### config.mk
export PLATFORM = sky130hd
export DESIGN_NAME = iotdf_stream_tx
export DESIGN_NICKNAME = d
export VERILOG_FILES = /design/src/rtl/iotdf_stream_tx.sv
export SDC_FILE = /design/constraint.sdc
export NUM_CORES = 1
export LEC_CHECK = 0
export CAP_MARGIN = 20
export CORE_MARGIN = 2
export CORE_UTILIZATION = 40
export CTS_BUF_LIST = sky130_fd_sc_hd__clkbuf_16
export DETAILED_ROUTE_END_ITERATION = 16
export SETUP_SLACK_MARGIN = 0.5
export SLEW_MARGIN = 5
export SYNTH_ARGS = -nofsm -noshare
export SYNTH_HDL_FRONTEND = slang
export SYNTH_SLANG_ARGS = --single-unit
### constraint.sdc
create_clock -name clk -period 5.05 [get_ports clk]
set_clock_uncertainty 0.1 [all_clocks]
set_input_delay 1.01 -clock clk [delete_from_list [all_inputs] [get_ports clk]]
set_output_delay 1.01 -clock clk [all_outputs]
set_load 0.02 [all_outputs]
### src/rtl/iotdf_stream_tx.sv
// iotdf_stream_tx: buffers 128-bit sample words and streams them MSB-byte-first to the IoT filter engine.
// Revision 1.0 - initial release
`default_nettype none

module iotdf_stream_tx #(
  parameter int FIFO_DEPTH      = 4,
  parameter int WORDS_PER_ROUND = 8,
  parameter int ROUND_W         = 8
) (
  input  logic               clk,
  input  logic               rst,
  input  logic               wr_en,
  input  logic [127:0]       wr_data,
  output logic               full,
  output logic               overflow,
  input  logic               start,
  input  logic [2:0]         cfg_fn,
  input  logic [ROUND_W-1:0] cfg_rounds,
  input  logic               busy,
  output logic               in_en,
  output logic [7:0]         iot_in,
  output logic [2:0]         fn_sel,
  output logic               active,
  output logic               done
);

  localparam int AW  = $clog2(FIFO_DEPTH);
  localparam int WCW = (WORDS_PER_ROUND > 1) ? $clog2(WORDS_PER_ROUND) : 1;

  localparam logic [AW:0]      C_DEPTH  = (AW+1)'(FIFO_DEPTH);
  localparam logic [WCW-1:0]   C_WLAST  = WCW'(WORDS_PER_ROUND - 1);
  localparam logic [ROUND_W-1:0] C_ONE_ROUND = ROUND_W'(1);

  localparam logic [1:0] S_IDLE = 2'd0;
  localparam logic [1:0] S_LOAD = 2'd1;
  localparam logic [1:0] S_SEND = 2'd2;
  localparam logic [1:0] S_DONE = 2'd3;

  logic [127:0]       mem_q [FIFO_DEPTH];
  logic [AW-1:0]      wr_ptr_q, wr_ptr_d;
  logic [AW-1:0]      rd_ptr_q, rd_ptr_d;
  logic [AW:0]        count_q, count_d;
  logic               overflow_q, overflow_d;

  logic [1:0]         state_q, state_d;
  logic [127:0]       shift_q, shift_d;
  logic [3:0]         byte_cnt_q, byte_cnt_d;
  logic [WCW-1:0]     word_cnt_q, word_cnt_d;
  logic [ROUND_W-1:0] rounds_q, rounds_d;
  logic [2:0]         fn_q, fn_d;

  logic w_empty;
  logic w_push;
  logic w_pop;

  assign w_empty = (count_q == '0);
  assign full    = (count_q == C_DEPTH);
  assign w_push  = wr_en & ~full;
  assign w_pop   = (state_q == S_LOAD) & ~w_empty;

  // A write while full is lost even if a pop frees a slot on the same edge.
  always_comb begin
    wr_ptr_d   = wr_ptr_q;
    rd_ptr_d   = rd_ptr_q;
    count_d    = count_q;
    overflow_d = overflow_q | (wr_en & full);
    if (w_push) begin
      wr_ptr_d = wr_ptr_q + 1'b1;
    end
    if (w_pop) begin
      rd_ptr_d = rd_ptr_q + 1'b1;
    end
    case ({w_push, w_pop})
      2'b10:   count_d = count_q + 1'b1;
      2'b01:   count_d = count_q - 1'b1;
      default: count_d = count_q;
    endcase
  end

  always_ff @(posedge clk) begin
    if (w_push) begin
      mem_q[wr_ptr_q] <= wr_data;
    end
  end

  assign in_en  = (state_q == S_SEND) & ~busy;
  assign iot_in = shift_q[127:120];
  assign fn_sel = fn_q;
  assign active = (state_q == S_LOAD) | (state_q == S_SEND);
  assign done   = (state_q == S_DONE);
  assign overflow = overflow_q;

  always_comb begin
    state_d    = state_q;
    shift_d    = shift_q;
    byte_cnt_d = byte_cnt_q;
    word_cnt_d = word_cnt_q;
    rounds_d   = rounds_q;
    fn_d       = fn_q;
    case (state_q)
      S_IDLE: begin
        if (start) begin
          fn_d       = cfg_fn;
          rounds_d   = cfg_rounds;
          word_cnt_d = '0;
          state_d    = (cfg_rounds == '0) ? S_DONE : S_LOAD;
        end
      end
      S_LOAD: begin
        if (!w_empty) begin
          shift_d    = mem_q[rd_ptr_q];
          byte_cnt_d = '0;
          state_d    = S_SEND;
        end
      end
      S_SEND: begin
        if (!busy) begin
          shift_d    = {shift_q[119:0], 8'h00};
          byte_cnt_d = byte_cnt_q + 4'd1;
          if (byte_cnt_q == 4'hF) begin
            state_d = S_LOAD;
            // Round boundary: the last word of a round may end the session.
            if (word_cnt_q == C_WLAST) begin
              word_cnt_d = '0;
              if (rounds_q != '0) begin
                rounds_d = rounds_q - 1'b1;
              end
              if (rounds_q <= C_ONE_ROUND) begin
                state_d = S_DONE;
              end
            end else begin
              word_cnt_d = word_cnt_q + 1'b1;
            end
          end
        end
      end
      S_DONE: begin
        state_d = S_IDLE;
      end
      default: begin
        state_d = S_IDLE;
      end
    endcase
  end

  always_ff @(posedge clk or negedge rst) begin
    if (!rst) begin
      wr_ptr_q   <= '0;
      rd_ptr_q   <= '0;
      count_q    <= '0;
      overflow_q <= 1'b0;
      state_q    <= S_IDLE;
      shift_q    <= '0;
      byte_cnt_q <= '0;
      word_cnt_q <= '0;
      rounds_q   <= '0;
      fn_q       <= '0;
    end else begin
      wr_ptr_q   <= wr_ptr_d;
      rd_ptr_q   <= rd_ptr_d;
      count_q    <= count_d;
      overflow_q <= overflow_d;
      state_q    <= state_d;
      shift_q    <= shift_d;
      byte_cnt_q <= byte_cnt_d;
      word_cnt_q <= word_cnt_d;
      rounds_q   <= rounds_d;
      fn_q       <= fn_d;
    end
  end

endmodule

`default_nettype wire

* After elaboration in Yosys (flattened, before gate mapping)
Memories as Yosys holds them, arrays and structs flattened.
Index checks and enable logic that the tools add are counted.
** Word-level totals
- Bits in registers :: 156
- Bits in writable memories :: 512
- Output and inout port bits :: 16
- Logic and storage cells :: 82
- Memories kept :: 1
** Memory list
- mem_q :: depth 4, bits a word 128, rd ports 1, clocked after Yosys merged registers in 0, wr ports 1, RTL line 39 : logic [127:0] mem_q [FIFO_DEPTH];
** Cells by class
- Add/subtract/negate cells :: 7
- Order comparisons :: 1
- Equal/unequal tests :: 14
- Muxes and demuxes :: 28
- Bitwise operators :: 9
- Reduce and logical (&&, ||, !) cells :: 12
** Operators with widths (count)
- 2-to-1 mux 128 bit :: 2
- case mux 128 bit (2 select lines) :: 1
- 2-to-1 mux 8 bit :: 5
- case mux 8 bit (2 select lines) :: 1
- 2-to-1 mux 2 bit :: 7
- 2-to-1 mux 3 bit :: 4
- case mux 3 bit (2 select lines) :: 2
- <= comparator 8 x 1 -> 1 bit, second input constant :: 1
- zero test 8 bit :: 1
- 2-to-1 mux 4 bit :: 2
- case mux 2 bit (4 select lines) :: 1
- case mux 4 bit (2 select lines) :: 1
- AND reduction 4 bit :: 2
- nonzero test 8 bit :: 1
- subtractor 8 x 1 -> 8 bit, second input constant :: 1
- adder 3 x 1 -> 3 bit, second input constant :: 2
- equality test 2 bit, second input constant :: 3
- equality test 3 bit, second input constant :: 2
- inequality test 2 x 1 -> 1 bit, second input constant :: 3
- inequality test 2 bit, second input constant :: 3
- AND reduction 6 bit :: 1
- nonzero test 2 bit :: 3
- adder 2 x 1 -> 2 bit, second input constant :: 2
- adder 4 x 1 -> 4 bit, second input constant :: 1
- 11 further kinds :: 19

* Logic depth before layout (Yosys ltp)
Gate-level depths: netlist of run 1.
- Word-level depth :: 6
- Gate-level depth with buffers :: 10

* Least setup slack after synthesis of run 1
Ideal clock, no wire load.
- Kind :: in2reg
- Start :: in wr_en
- End :: mem mem_q[2][0] (enable)
- Setup time :: 502 ps
- Arrival :: 4321 ps
- Required time :: 4448 ps
- Path slack :: 127 ps
- Stages :: 2
- Path through :: nor2b_1 > and2_1
** Between the ends
- Longest elaborated chain between the ends :: 3
** RTL lines
- start, declared :: RTL line 12 : input logic wr_en,
- bitwise AND 1 bit :: RTL line 58 : assign w_push = wr_en & ~full;
- 2-to-1 mux 1 bit :: RTL line 81 : if (w_push) begin
- 2-to-1 mux 1 bit (not written as such) :: RTL line 82 : mem_q[wr_ptr_q] <= wr_data;
- end, declared :: RTL line 39
Every way passes these cells.

* Worst setup path in the final report of run 1
- Start :: reg state_q[0]
- End :: out in_en
** Between the ends
- Longest elaborated chain between the ends :: 2
** RTL lines
- start, declared :: RTL line 45 : logic [1:0] state_q, state_d;
- start signal, assigned :: RTL line 163 : state_q <= state_d;
- equality test 2 bit :: RTL line 86 : assign in_en = (state_q == S_SEND) & ~busy;
- bitwise AND 1 bit :: RTL line 86
- end, declared :: RTL line 20 : output logic in_en,
Every way passes these cells.

==> results of run 1 <==
==> cells by family (layout without fill, tap and decap cells) <==
group | after synthesis | after routing | synth area share
DFF | 668 | 668 | 0.745
and+or+nand+nor | 298 | 298 | 0.0465
AOI/OAI and AO/OA | 287 | 287 | 0.0610
muxes | 136 | 136 | 0.115
buffers and inverters | 108 | 322 | 0.0217
adders and majority gates | 16 | 16 | 0.00803
xor gates and xnor gates | 8 | 8 | 0.00271
other | 0 | 2 | 0
==> final cells by class <==
class,instances,area share
clock inverter,53,0.0108
clock buffer,73,0.0598
timing repair buffer,183,0.0633
tap,855,0.0350
inverter,13,0.00168
sequential,668,0.631
multi-input combinational,745,0.198
antenna,2,0.000164
==> per-stage QoR <==
stage | hold slack [ns] | setup slack (ns) | area (sq um)
after global routing | 0.348 | 0.652 | 30600
after detailed placement | 0.345 | 1.26 | 28400
after floorplan | 0.366 | 1.54 | 25900
after CTS | 0.301 | 0.750 | 30600
after global placement | 0.337 | 1.29 | 28400
final | 0.304 | 0.829 | 30600
==> placed cells by master, fill, tap and decap left out, types with 2 or more instances in the layout <==
master	instances
sky130_fd_sc_hd__nor2_1	135
sky130_fd_sc_hd__edfxtp_1	512
sky130_fd_sc_hd__and2_4	4
sky130_fd_sc_hd__xor2_1	4
sky130_fd_sc_hd__diode_2	2
sky130_fd_sc_hd__a311oi_1	5
sky130_fd_sc_hd__clkinv_2	14
sky130_fd_sc_hd__a31oi_1	5
sky130_fd_sc_hd__buf_12	13
sky130_fd_sc_hd__a22o_1	10
sky130_fd_sc_hd__nand2_1	132
sky130_fd_sc_hd__mux2i_1	4
sky130_fd_sc_hd__dfrtp_1	154
sky130_fd_sc_hd__nor3_1	6
sky130_fd_sc_hd__buf_4	11
sky130_fd_sc_hd__a21oi_1	243
sky130_fd_sc_hd__xnor2_1	4
sky130_fd_sc_hd__bufinv_16	4
sky130_fd_sc_hd__nand4b_1	2
sky130_fd_sc_hd__ha_1	14
sky130_fd_sc_hd__o21ai_0	6
sky130_fd_sc_hd__and3_1	2
sky130_fd_sc_hd__mux4_2	128
sky130_fd_sc_hd__clkinv_1	15
sky130_fd_sc_hd__dfrtp_4	2
sky130_fd_sc_hd__clkdlybuf4s50_1	158
sky130_fd_sc_hd__nand2b_1	4
sky130_fd_sc_hd__o211ai_1	2
sky130_fd_sc_hd__nor2b_1	5
sky130_fd_sc_hd__nor4_1	2
sky130_fd_sc_hd__clkbuf_16	73
sky130_fd_sc_hd__inv_1	30
sky130_fd_sc_hd__mux2_2	4
==> registers in the layout, indices dropped and copies added (netlist names) <==
name	flops
word_cnt_q	3
byte_cnt_q	4
shift_q	128
rounds_q	8
count_q	3
overflow	1
fn_sel	3
mem_q	512
wr_ptr_q	2
state_q	2
rd_ptr_q	2
==> path summary, 6_finish.rpt <==
kind / end / slack (ns) / cells past startpoint / startpoint
min in group clk: overflow$_DFF_PN0_ / 0.37 / 1 / overflow$_DFF_PN0_
min reg2reg: overflow$_DFF_PN0_ / 0.37 / 1 / overflow$_DFF_PN0_
max reg2reg: shift_q[15]$_DFFE_PN0P_ / 1.53 / 8 / state_q[0]$_DFFE_PN0P_
max: in_en / 0.83 / 4 / state_q[0]$_DFFE_PN0P_
max in group asynchronous: shift_q[73]$_DFFE_PN0P_ / 3.51 / 2 / rst
min: shift_q[8]$_DFFE_PN0P_ / 0.30 / 1 / rst
==> metal layers <==
| metal | track usage | vias to the layer above | part of all wire |
|---|---|---|---|
| li1 | - | 6168 | - |
| met1 | 0.231 | 7036 | 0.43 |
| met2 | 0.273 | 306 | 0.49 |
| met3 | 0.0368 | 84 | 0.056 |
| met4 | 0.0496 | 10 | 0.019 |
| met5 | 0 | - | 0.0012 |
==> cells in the mapped netlist (all sizes together), types with 4 or more instances <==
library cell,number,area [sq um]
inv,13,48.8
xor2,4,35.0
clkbuf,39,146
nor2b,5,31.3
a31oi,5,31.3
dfrtp,156,3900
nand2b,4,25.0
a311oi,5,43.8
nor3,6,30.0
xnor2,4,35.0
a21oi,243,1220
ha,15,188
o21ai,7,46.3
and2,4,25.0
mux2i,4,40.0
nor2,135,507
edfxtp,512,15400
mux2,4,45.0
mux4,128,2880
nand2,132,495
buf,56,365
a22o,10,87.6
==> critical path, cell delays in order (launching register included) <==
cell and delay (ns):
sky130_fd_sc_hd__dfrtp_1 0.41, sky130_fd_sc_hd__inv_1 0.16, sky130_fd_sc_hd__ha_4 0.60, sky130_fd_sc_hd__nor2b_1 0.62, sky130_fd_sc_hd__clkdlybuf4s50_1 0.73
==> power breakdown <==
part	switching [mW]	internal, mW	total [mW]
Combinational	3.32	2.48	5.80
Clock	2.02	2.81	4.83
Sequential	0.807	7.51	8.31
==> run summary, run 1 <==
SYNTHESIS
----------------------------------------------------------------------------------------------------
Post-synthesis sequential element count                                                          668
FFs w/ async S/R, synth                                                                        0.234
Post-synthesis average cell area                                                          17.0 sq um
Post-Synthesis Cell Area                                                                 25900 sq um
Post-Synthesis Net Count                                                                        1681
Predominant post-synthesis flop cell                                                    sky130_fd_sc_hd__edfxtp_1
Post-synth EDFFs                                                                                 512
Number of warnings printed during yosys synthesis                                                  0
Number of cells produced by synthesis                                                           1521
Share of the yosys chip area belonging to registers                                            0.745
Count of unique library cells instantiated by Yosys                                               54

TIMING
----------------------------------------------------------------------------------------------------
Hold Fails Final Rpt                                                                               0
Max-Slew Margin vs Limit                                                                       0.342
Post-Route Setup TNS                                                                            0 ns
Count of final max-slew check failures                                                             0
Ratio of final minimum period to clock period                                                  0.836
Final min period                                                                             4.22 ns
Timing-limited maximum frequency                                                             237 MHz
Unrepaired setup endpoints after global routing                                                false
Worst Tran Pin Value                                                                        0.987 ns
Setup violations, final                                                                            0

CRITICAL PATH
----------------------------------------------------------------------------------------------------
Start-to-end type of the worst setup path                                                    reg2out
Arrival time at the worst endpoint                                                           3.11 ns
Critical Path RT                                                                             3.94 ns
Maximum fanout along the worst path                                                               55
CP Capture Type                                                                          output port
Critical path launch point type                                                             register

FLOORPLAN
----------------------------------------------------------------------------------------------------
Count of pins on the block boundary                                                              160
Number of rows created at floorplan                                                               93
Horizontal extent of the die                                                                  258 um
Die ar.                                                                                  66700 sq um
Overall die height                                                                            258 um
Effective utilization at floorplan                                                             0.403
Standard cell core area                                                                  64200 sq um

GLOBAL ROUTING
----------------------------------------------------------------------------------------------------
Overflow left after global routing                                                                 0
Initial antenna violation count                                                                    6
Wire length of the first global-routing pass                                                85500 um
Vias in the first global route                                                                 14200
Largest net degree at the start of global routing                                                 93
Global Route Usage Sum                                                                         0.169

ROUTING
----------------------------------------------------------------------------------------------------
Final wirelength                                                                            55300 um
First-pass iteration count of the detailed router                                                  5
Routed WL per cell                                                                           21.3 um
Iteration-0 DRC Markers                                                                         1066
Average vias per placed instance                                                                5.25
Drc violations                                                                                     0
Vias after detailed routing                                                                    13600
Antenna-violating nets left                                                                        0

PLACE
----------------------------------------------------------------------------------------------------
Instance count after placement with tap cells included                                          2464
Final weighted congestion in routability-driven placement                                      0.775
Detailed placement HPWL                                                                     32500 um
Total of buffers placed on input and output ports                                                159

LAYOUT
----------------------------------------------------------------------------------------------------
Relative area change from synthesis to final layout                                            18.2%
Number of standard cells in the layout, taps in and fillers out                                 2592
Fill cell count                                                                                 5409
Layout cell share with drive strength beyond 1                                                 0.151
Multi-input gate area                                                                     6060 sq um
Layout Utilization                                                                             0.476
Number of nets in the final layout                                                              1841
Area used by sequential logic in the layout                                              19300 sq um

CLOCK TREE
----------------------------------------------------------------------------------------------------
Worst skew pair latency                                                                      0.59 ns
Number of clock sinks seen by CTS                                                                668
Clock-pin slew reported for the worst setup and hold paths after clock tree synthesis        0.06 ns
Postcts setup bufs                                                                                 0
Number of buffers added by the clock tree synthesis step                                          70
Hold_buf cts                                                                                       0
Deepest level of the CTS H-tree                                                                    3
Max clock buf depth                                                                                3
Resized cells post-CTS                                                                             0
Root cell of the clock tree                                                             sky130_fd_sc_hd__clkbuf_16
TritonCTS clock tree                                                                            done

POWER
----------------------------------------------------------------------------------------------------
P_leak                                                                                       10.7 nW
Worst IR drop on VDD                                                                      0.000311 V
Power density over the cells                                                             620 nW/um^2
Post-route total power                                                                       18.9 mW

JOB
----------------------------------------------------------------------------------------------------
MaxCap Viol Count                                                                                  0

MIN PATH
----------------------------------------------------------------------------------------------------
Worst hold path type                                                                        in2async

RUN STATUS
----------------------------------------------------------------------------------------------------
Status                                                                                  finished clean

No activity file was read; power rests on OpenSTA's default activity.
==> run 2, diff against run 1 <==
==> constraint.sdc (replaced) <==
create_clock -name clk -period 4.3 [get_ports clk]
set_clock_uncertainty 0.1 [all_clocks]
set_input_delay 0.86 -clock clk [delete_from_list [all_inputs] [get_ports clk]]
set_output_delay 0.86 -clock clk [all_outputs]
set_load 0.02 [all_outputs]
==> run 2 against run 1 <==
  * Register-to-register slack improved by 0.07 ns
  * Critical path depth unchanged
  * Via count grew 1.8%
  * Non-clock buffer count is 14 higher
  * First-iteration DRC count grew 2.9%
  * Setup slack worse by 0.12 ns
  * Wire length is 0.88% higher
  * Sequential power grew 16%
  * Total power up 18%
  * Sequential share of layout area is 0.37 points lower
  * Critical endpoint unchanged
==> run summary, run 2 (synthesized netlist as in run 1, its figures left out) <==
CRITICAL PATH
----------------------------------------------------------------------------------------------------
Arrival time at the worst endpoint                                                           2.63 ns   -0.48 ns
Critical Path RT                                                                             3.34 ns   -0.60 ns
Start-to-end type of the worst setup path                                                    reg2out
Worst r2r dst                                                                           mem_q[2][77]$_DFFE_PP_
Maximum fanout along the worst path                                                                7   -87%
Launch instance of the worst register-to-register path                                  count_q[0]$_DFFE_PN0P_
Cell depth of the worst flop-to-flop path                                                          5   -3
Critical path launch point type                                                             register
Register-to-register path setup slack                                                        1.60 ns   +0.07 ns
CP Capture Type                                                                          output port
Start point of the critical path                                                        state_q[0]$_DFFE_PN0P_

LAYOUT
----------------------------------------------------------------------------------------------------
Largest register by flop count                                                                 mem_q
Area used by sequential logic in the layout                                              19300 sq um   unchanged
Number of flip-flops under the largest register name                                             512   unchanged
Multi-input gate area                                                                     6060 sq um   unchanged
Number of standard cells in the layout, taps in and fillers out                                 2608   +0.62%
Number of nets in the final layout                                                              1855   +0.76%
Most frequent cells in the layout                                                       sky130_fd_sc_hd__edfxtp_1 (512), sky130_fd_sc_hd__a21oi_1 (243), sky130_fd_sc_hd__clkdlybuf4s50_1 (158)
Layout cell share with drive strength beyond 1                                                 0.155   +0.00394
Commonest non-fill, non-tap cell in the layout                                          sky130_fd_sc_hd__edfxtp_1
Relative area change from synthesis to final layout                                            18.9%
Registers with the most flip-flops                                                      mem_q x512, shift_q x128, rounds_q x8
Fill cell count                                                                                 5460   +0.94%

TIMING
----------------------------------------------------------------------------------------------------
Unrepaired setup endpoints after global routing                                                false
Hold Fails Final Rpt                                                                               0   unchanged
Max-Slew Margin vs Limit                                                                       0.276   -0.0656
Count of final max-slew check failures                                                             0   unchanged
Ratio of final minimum period to clock period                                                  0.835
Timing-limited maximum frequency                                                             278 MHz
Post-Route Setup TNS                                                                            0 ns   unchanged
Final min period                                                                             3.59 ns
Worst Tran Pin Value                                                                         1.08 ns   +0.0944 ns
Setup violations, final                                                                            0   unchanged

FLOORPLAN
----------------------------------------------------------------------------------------------------
Count of pins on the block boundary                                                              160   unchanged
Die ar.                                                                                  66700 sq um   unchanged
Effective utilization at floorplan                                                             0.403   unchanged
Horizontal extent of the die                                                                  258 um   unchanged
Number of rows created at floorplan                                                               93   unchanged
Overall die height                                                                            258 um   unchanged
Standard cell core area                                                                  64200 sq um   unchanged

GLOBAL ROUTING
----------------------------------------------------------------------------------------------------
Overflow left after global routing                                                                 0   unchanged
Wire length of the first global-routing pass                                                86200 um   +0.74%
Initial antenna violation count                                                                    6   unchanged
Vias in the first global route                                                                 14500   +2.8%
Largest net degree at the start of global routing                                                121   +30%
Global Route Usage Sum                                                                         0.170   +0.00134

PLACE
----------------------------------------------------------------------------------------------------
Instance count after placement with tap cells included                                          2477   +0.53%
Total of buffers placed on input and output ports                                                159   unchanged
Detailed placement HPWL                                                                     33100 um   +2.0%
Final weighted congestion in routability-driven placement                                      0.782   +0.85%

CLOCK TREE
----------------------------------------------------------------------------------------------------
Postcts setup bufs                                                                                 0   unchanged
Number of buffers added by the clock tree synthesis step                                          70   unchanged
Number of clock sinks seen by CTS                                                                668   unchanged
TritonCTS clock tree                                                                            done
Clock-pin slew reported for the worst setup and hold paths after clock tree synthesis        0.06 ns   about the same
Resized cells post-CTS                                                                             0   unchanged
Max clock buf depth                                                                                3   unchanged
Worst skew pair latency                                                                      0.59 ns   about the same
Root cell of the clock tree                                                             sky130_fd_sc_hd__clkbuf_16
Deepest level of the CTS H-tree                                                                    3   unchanged
Hold_buf cts                                                                                       0   unchanged

POWER
----------------------------------------------------------------------------------------------------
Power density over the cells                                                             728 nW/um^2   +17%
P_leak                                                                                       10.8 nW   +0.94%
Worst IR drop on VDD                                                                      0.000402 V   +29%

MIN PATH
----------------------------------------------------------------------------------------------------
Worst hold path type                                                                        in2async

JOB
----------------------------------------------------------------------------------------------------
MaxCap Viol Count                                                                                  0   unchanged

ROUTING
----------------------------------------------------------------------------------------------------
Average vias per placed instance                                                                5.31   +1.1%
Routed WL per cell                                                                           21.4 um   +0.26%
Antenna-violating nets left                                                                        0   unchanged
Iteration-0 DRC Markers                                                                         1097   +2.9%
First-pass iteration count of the detailed router                                                  6   +1
Drc violations                                                                                     0   unchanged
Final wirelength                                                                            55800 um   +0.88%
Vias after detailed routing                                                                    13800   +1.8%

RUN STATUS
----------------------------------------------------------------------------------------------------
Status                                                                                  finished clean

[run 2: cell count changes in the layout (fill, tap and decap cells not counted)]
cell / change
sky130_fd_sc_hd__buf_16: +1
sky130_fd_sc_hd__buf_4: +9
sky130_fd_sc_hd__clkinvlp_4: +2
sky130_fd_sc_hd__inv_4: +1
sky130_fd_sc_hd__buf_12: +4
sky130_fd_sc_hd__clkinv_2: -10
sky130_fd_sc_hd__diode_2: +2
sky130_fd_sc_hd__inv_2: +1
sky130_fd_sc_hd__clkinv_4: +1
sky130_fd_sc_hd__inv_1: +7
sky130_fd_sc_hd__clkinv_1: -2
[run 2: routing by layer]
metal / global-route usage / wire length [um] / up-vias
met3: 0.0331 / 3060 / 66
met2: 0.274 / 27000 / 331
met4: 0.0515 / 847 / 4
li1: - / - / 6192
met5: 0 / 23 / -
met1: 0.236 / 24800 / 7251
[run 2: final cells by class]
type / count / area share
Antenna cell: 4 / 0.000326
Clock buffer: 73 / 0.0594
Clock inverter: 53 / 0.0109
Inverter: 13 / 0.00167
Multi-Input combinational cell: 745 / 0.197
Sequential cell: 668 / 0.627
Tap cell: 855 / 0.0348
Timing Repair Buffer: 197 / 0.0687
[run 2: stage by stage]
stage	power (mW)	cell area, sq um	hold WS [ns]	utilization	setup WS [ns]
after floorplan	14.7	25900	0.366	-	0.936
after global placement	16.8	28500	0.339	0.444	0.817
after detailed placement	17.0	28500	0.351	0.444	0.811
after CTS	22.7	30700	0.349	0.478	0.681
after global routing	23.7	30700	0.133	0.479	0.600
final	22.4	30700	0.113	0.479	0.709
[run 2: worst max-delay path: stages (launching register included)]
cell and delay, ns:
sky130_fd_sc_hd__dfrtp_1 0.41, sky130_fd_sc_hd__inv_1 0.15, sky130_fd_sc_hd__ha_4 0.20, sky130_fd_sc_hd__nor2b_1 0.56
sky130_fd_sc_hd__clkdlybuf4s50_1 0.73
[run 2: how the worst max path moves through the flow]
stage,endpoint,depth (start not counted)
after detailed placement,in_en,3
final,in_en,4
after global routing,in_en,4
after CTS,in_en,4
after global placement,in_en,3
after floorplan,mem_q[0][0]$_DFFE_PP_,2
[run 2: power breakdown]
| part | internal, mW | switching, mW | total [mW] | leakage, nW |
|---|---|---|---|---|
| registers | 8.82 | 0.805 | 9.62 | 6.46 |
| clock network | 3.30 | 2.38 | 5.68 | 1.15 |
| logic | 3.03 | 4.05 | 7.09 | 3.19 |
| total | 15.1 | 7.24 | 22.4 | 10.8 |
==> run 3, diff against run 2 <==
==> constraint.sdc (replaced) <==
create_clock -name clk -period 3.3 [get_ports clk]
set_clock_uncertainty 0.1 [all_clocks]
set_input_delay 0.66 -clock clk [delete_from_list [all_inputs] [get_ports clk]]
set_output_delay 0.66 -clock clk [all_outputs]
set_load 0.02 [all_outputs]
==> run 3 against run 2 <==
  * Count of clock-buffer cells in the layout decreased by 1
  * Sequential cell count unchanged
  * Via count decreased by 0.17%
  * Critical path type unchanged
  * Die area unchanged
  * Largest cell class unchanged
  * Clock power increased by 29%
==> run summary, run 3 (synthesized netlist as in run 1, its figures left out) <==
RUN STATUS
----------------------------------------------------------------------------------------------------
Status                                                                                  finished clean

TIMING
----------------------------------------------------------------------------------------------------
Setup violations, final                                                                            0   unchanged
Unrepaired setup endpoints after global routing                                                false
Post-Route Setup TNS                                                                            0 ns   unchanged
Count of final max-slew check failures                                                             0   unchanged
Ratio of final minimum period to clock period                                                  0.785
Final min period                                                                             2.59 ns
Timing-limited maximum frequency                                                             386 MHz
Max-Slew Margin vs Limit                                                                       0.324   +0.0480
Worst Tran Pin Value                                                                         1.01 ns   -0.0680 ns
Hold Fails Final Rpt                                                                               0   unchanged

ROUTING
----------------------------------------------------------------------------------------------------
Drc violations                                                                                     0   unchanged
Antenna-violating nets left                                                                        0   unchanged
Vias after detailed routing                                                                    13800   -0.17%
Final wirelength                                                                            56600 um   +1.4%
Iteration-0 DRC Markers                                                                          990   -9.8%
First-pass iteration count of the detailed router                                                  5   -1
Routed WL per cell                                                                           21.6 um   +1.0%
Average vias per placed instance                                                                5.28   -0.55%

MIN PATH
----------------------------------------------------------------------------------------------------
Hold path cells                                                                                    1
Worst hold path type                                                                         reg2reg
Hold Path Origin                                                                        overflow$_DFF_PN0_
End of the worst hold path                                                              overflow$_DFF_PN0_

CRITICAL PATH
----------------------------------------------------------------------------------------------------
Register-to-register path setup slack                                                        0.80 ns   -0.80 ns
Critical Path RT                                                                             2.54 ns   -0.80 ns
Worst r2r dst                                                                           shift_q[92]$_DFFE_PN0P_
Arrival time at the worst endpoint                                                           1.83 ns   -0.80 ns
Critical path launch point type                                                             register
Cell depth of the worst flop-to-flop path                                                          7   +2
CP Capture Type                                                                          output port
Maximum fanout along the worst path                                                               12   +5
Start-to-end type of the worst setup path                                                    reg2out
Launch instance of the worst register-to-register path                                  state_q[1]$_DFFE_PN0P_

GLOBAL ROUTING
----------------------------------------------------------------------------------------------------
Initial antenna violation count                                                                    6   unchanged
Global Route Usage Sum                                                                         0.172   +0.00170
Vias in the first global route                                                                 14300   -1.4%
Wire length of the first global-routing pass                                                86700 um   +0.66%
Largest net degree at the start of global routing                                                 87   -28%
Overflow left after global routing                                                                 0   unchanged

LAYOUT
----------------------------------------------------------------------------------------------------
Most frequent cells in the layout                                                       sky130_fd_sc_hd__edfxtp_1 (512), sky130_fd_sc_hd__a21oi_1 (243), sky130_fd_sc_hd__clkdlybuf4s50_1 (155)
Number of flip-flops under the largest register name                                             512   unchanged
Layout cell share with drive strength beyond 1                                                 0.160   +0.00537
Layout Utilization                                                                             0.481   +0.00273
Largest register by flop count                                                                 mem_q
Number of nets in the final layout                                                              1862   +0.38%
Commonest non-fill, non-tap cell in the layout                                          sky130_fd_sc_hd__edfxtp_1
Registers with the most flip-flops                                                      mem_q x512, shift_q x128, rounds_q x8
Relative area change from synthesis to final layout                                            19.5%

POWER
----------------------------------------------------------------------------------------------------
Power density over the cells                                                             949 nW/um^2   +30%
P_leak                                                                                       10.9 nW   +0.65%
Worst IR drop on VDD                                                                      0.000421 V   +4.7%

CLOCK TREE
----------------------------------------------------------------------------------------------------
TritonCTS clock tree                                                                            done
Number of buffers added by the clock tree synthesis step                                          69   -1.4%
Worst skew pair latency                                                                      0.61 ns   +0.02 ns
Postcts setup bufs                                                                                 0   unchanged
Clock-pin slew reported for the worst setup and hold paths after clock tree synthesis        0.06 ns   about the same
Number of clock sinks seen by CTS                                                                668   unchanged
Root cell of the clock tree                                                             sky130_fd_sc_hd__clkbuf_16
Deepest level of the CTS H-tree                                                                    3   unchanged
Max clock buf depth                                                                                3   unchanged

FLOORPLAN
----------------------------------------------------------------------------------------------------
Overall die height                                                                            258 um   unchanged
Die ar.                                                                                  66700 sq um   unchanged
Horizontal extent of the die                                                                  258 um   unchanged
Count of pins on the block boundary                                                              160   unchanged
Number of rows created at floorplan                                                               93   unchanged
Standard cell core area                                                                  64200 sq um   unchanged
Effective utilization at floorplan                                                             0.403   unchanged

PLACE
----------------------------------------------------------------------------------------------------
Final weighted congestion in routability-driven placement                                      0.766   -1.9%
Total of buffers placed on input and output ports                                                159   unchanged
Detailed placement HPWL                                                                     34100 um   +3.0%

JOB
----------------------------------------------------------------------------------------------------
MaxCap Viol Count                                                                                  0   unchanged

## run 3: cell count changes in the layout (fill, tap and decap cells not counted), moves of 2 or more
cell	previous run	this run
sky130_fd_sc_hd__inv_1	37	33
sky130_fd_sc_hd__buf_12	17	30
sky130_fd_sc_hd__inv_6	1	3
sky130_fd_sc_hd__clkdlybuf4s50_1	158	155
sky130_fd_sc_hd__clkinv_4	2	0
sky130_fd_sc_hd__dlygate4sd2_1	0	2
sky130_fd_sc_hd__buf_4	20	15
sky130_fd_sc_hd__clkinv_1	13	16
sky130_fd_sc_hd__clkinv_2	4	10
## run 3: stage by stage
step / setup WS [ns] / total power [mW] / hold slack (ns) / instance area (sq um) / instances
after global placement: 0.568 / 22.2 / 0.338 / 28800 / 2485
final: 0.708 / 29.3 / 0.357 / 30900 / 2618
after CTS: 0.509 / 29.8 / 0.359 / 30900 / 2614
after floorplan: 0.0828 / 19.1 / 0.264 / 25900 / 1521
after detailed placement: 0.548 / 22.4 / 0.346 / 28800 / 2485
after global routing: 0.584 / 31.1 / 0.408 / 30900 / 2615
## run 3: power by group
part	internal, mW	switching, mW
Combinational	4.10	5.37
Sequential	11.5	1.08
Clock	4.19	3.12
## run 3: worst max-delay path by stage
stage,startpoint,end,cells past startpoint
after global routing,state_q[0]$_DFFE_PN0P_,in_en,4
final,state_q[0]$_DFFE_PN0P_,in_en,4
after global placement,wr_en,count_q[2]$_DFFE_PN0P_,10
after floorplan,count_q[0]$_DFFE_PN0P_,mem_q[0][0]$_DFFE_PP_,4
after detailed placement,busy,rounds_q[4]$_DFFE_PN0P_,4
after CTS,state_q[0]$_DFFE_PN0P_,in_en,4
## run 3: critical path, cell delays in order (launching register included)
cell and delay (ns):
sky130_fd_sc_hd__dfrtp_1 0.42, sky130_fd_sc_hd__inv_1 0.15, sky130_fd_sc_hd__ha_4 0.26, sky130_fd_sc_hd__nor2b_1 0.21, sky130_fd_sc_hd__clkbuf_2 0.20
## run 3: area by class of cell
type | instances | area [sq um]
Multi-Input combinational cell | 745 | 6060
Clock buffer | 72 | 1800
Sequential cell | 668 | 19300
Fill cell | 5431 | 33300
Clock inverter | 56 | 337
Tap cell | 855 | 1070
Timing Repair Buffer | 205 | 2310
Antenna cell | 4 | 10.0
Inverter | 13 | 51.3
## run 3: what timing repair did
| action | CTS | global route |
|---|---|---|
| hold endpoints to repair | 34 | 0 |
| resized for setup | 3 | 2 |
| setup endpoints to repair | 3 | 1 |
| pin swaps | 0 | 0 |
| hold buffers | 1 | 0 |
## run 3: routing by layer
metal	share of wire	up-vias	GRT usage
li1	-	6214	-
met1	0.45	7174	0.242
met2	0.48	355	0.274
met3	0.056	72	0.0336
met4	0.017	6	0.0498
met5	0.00071	-	0
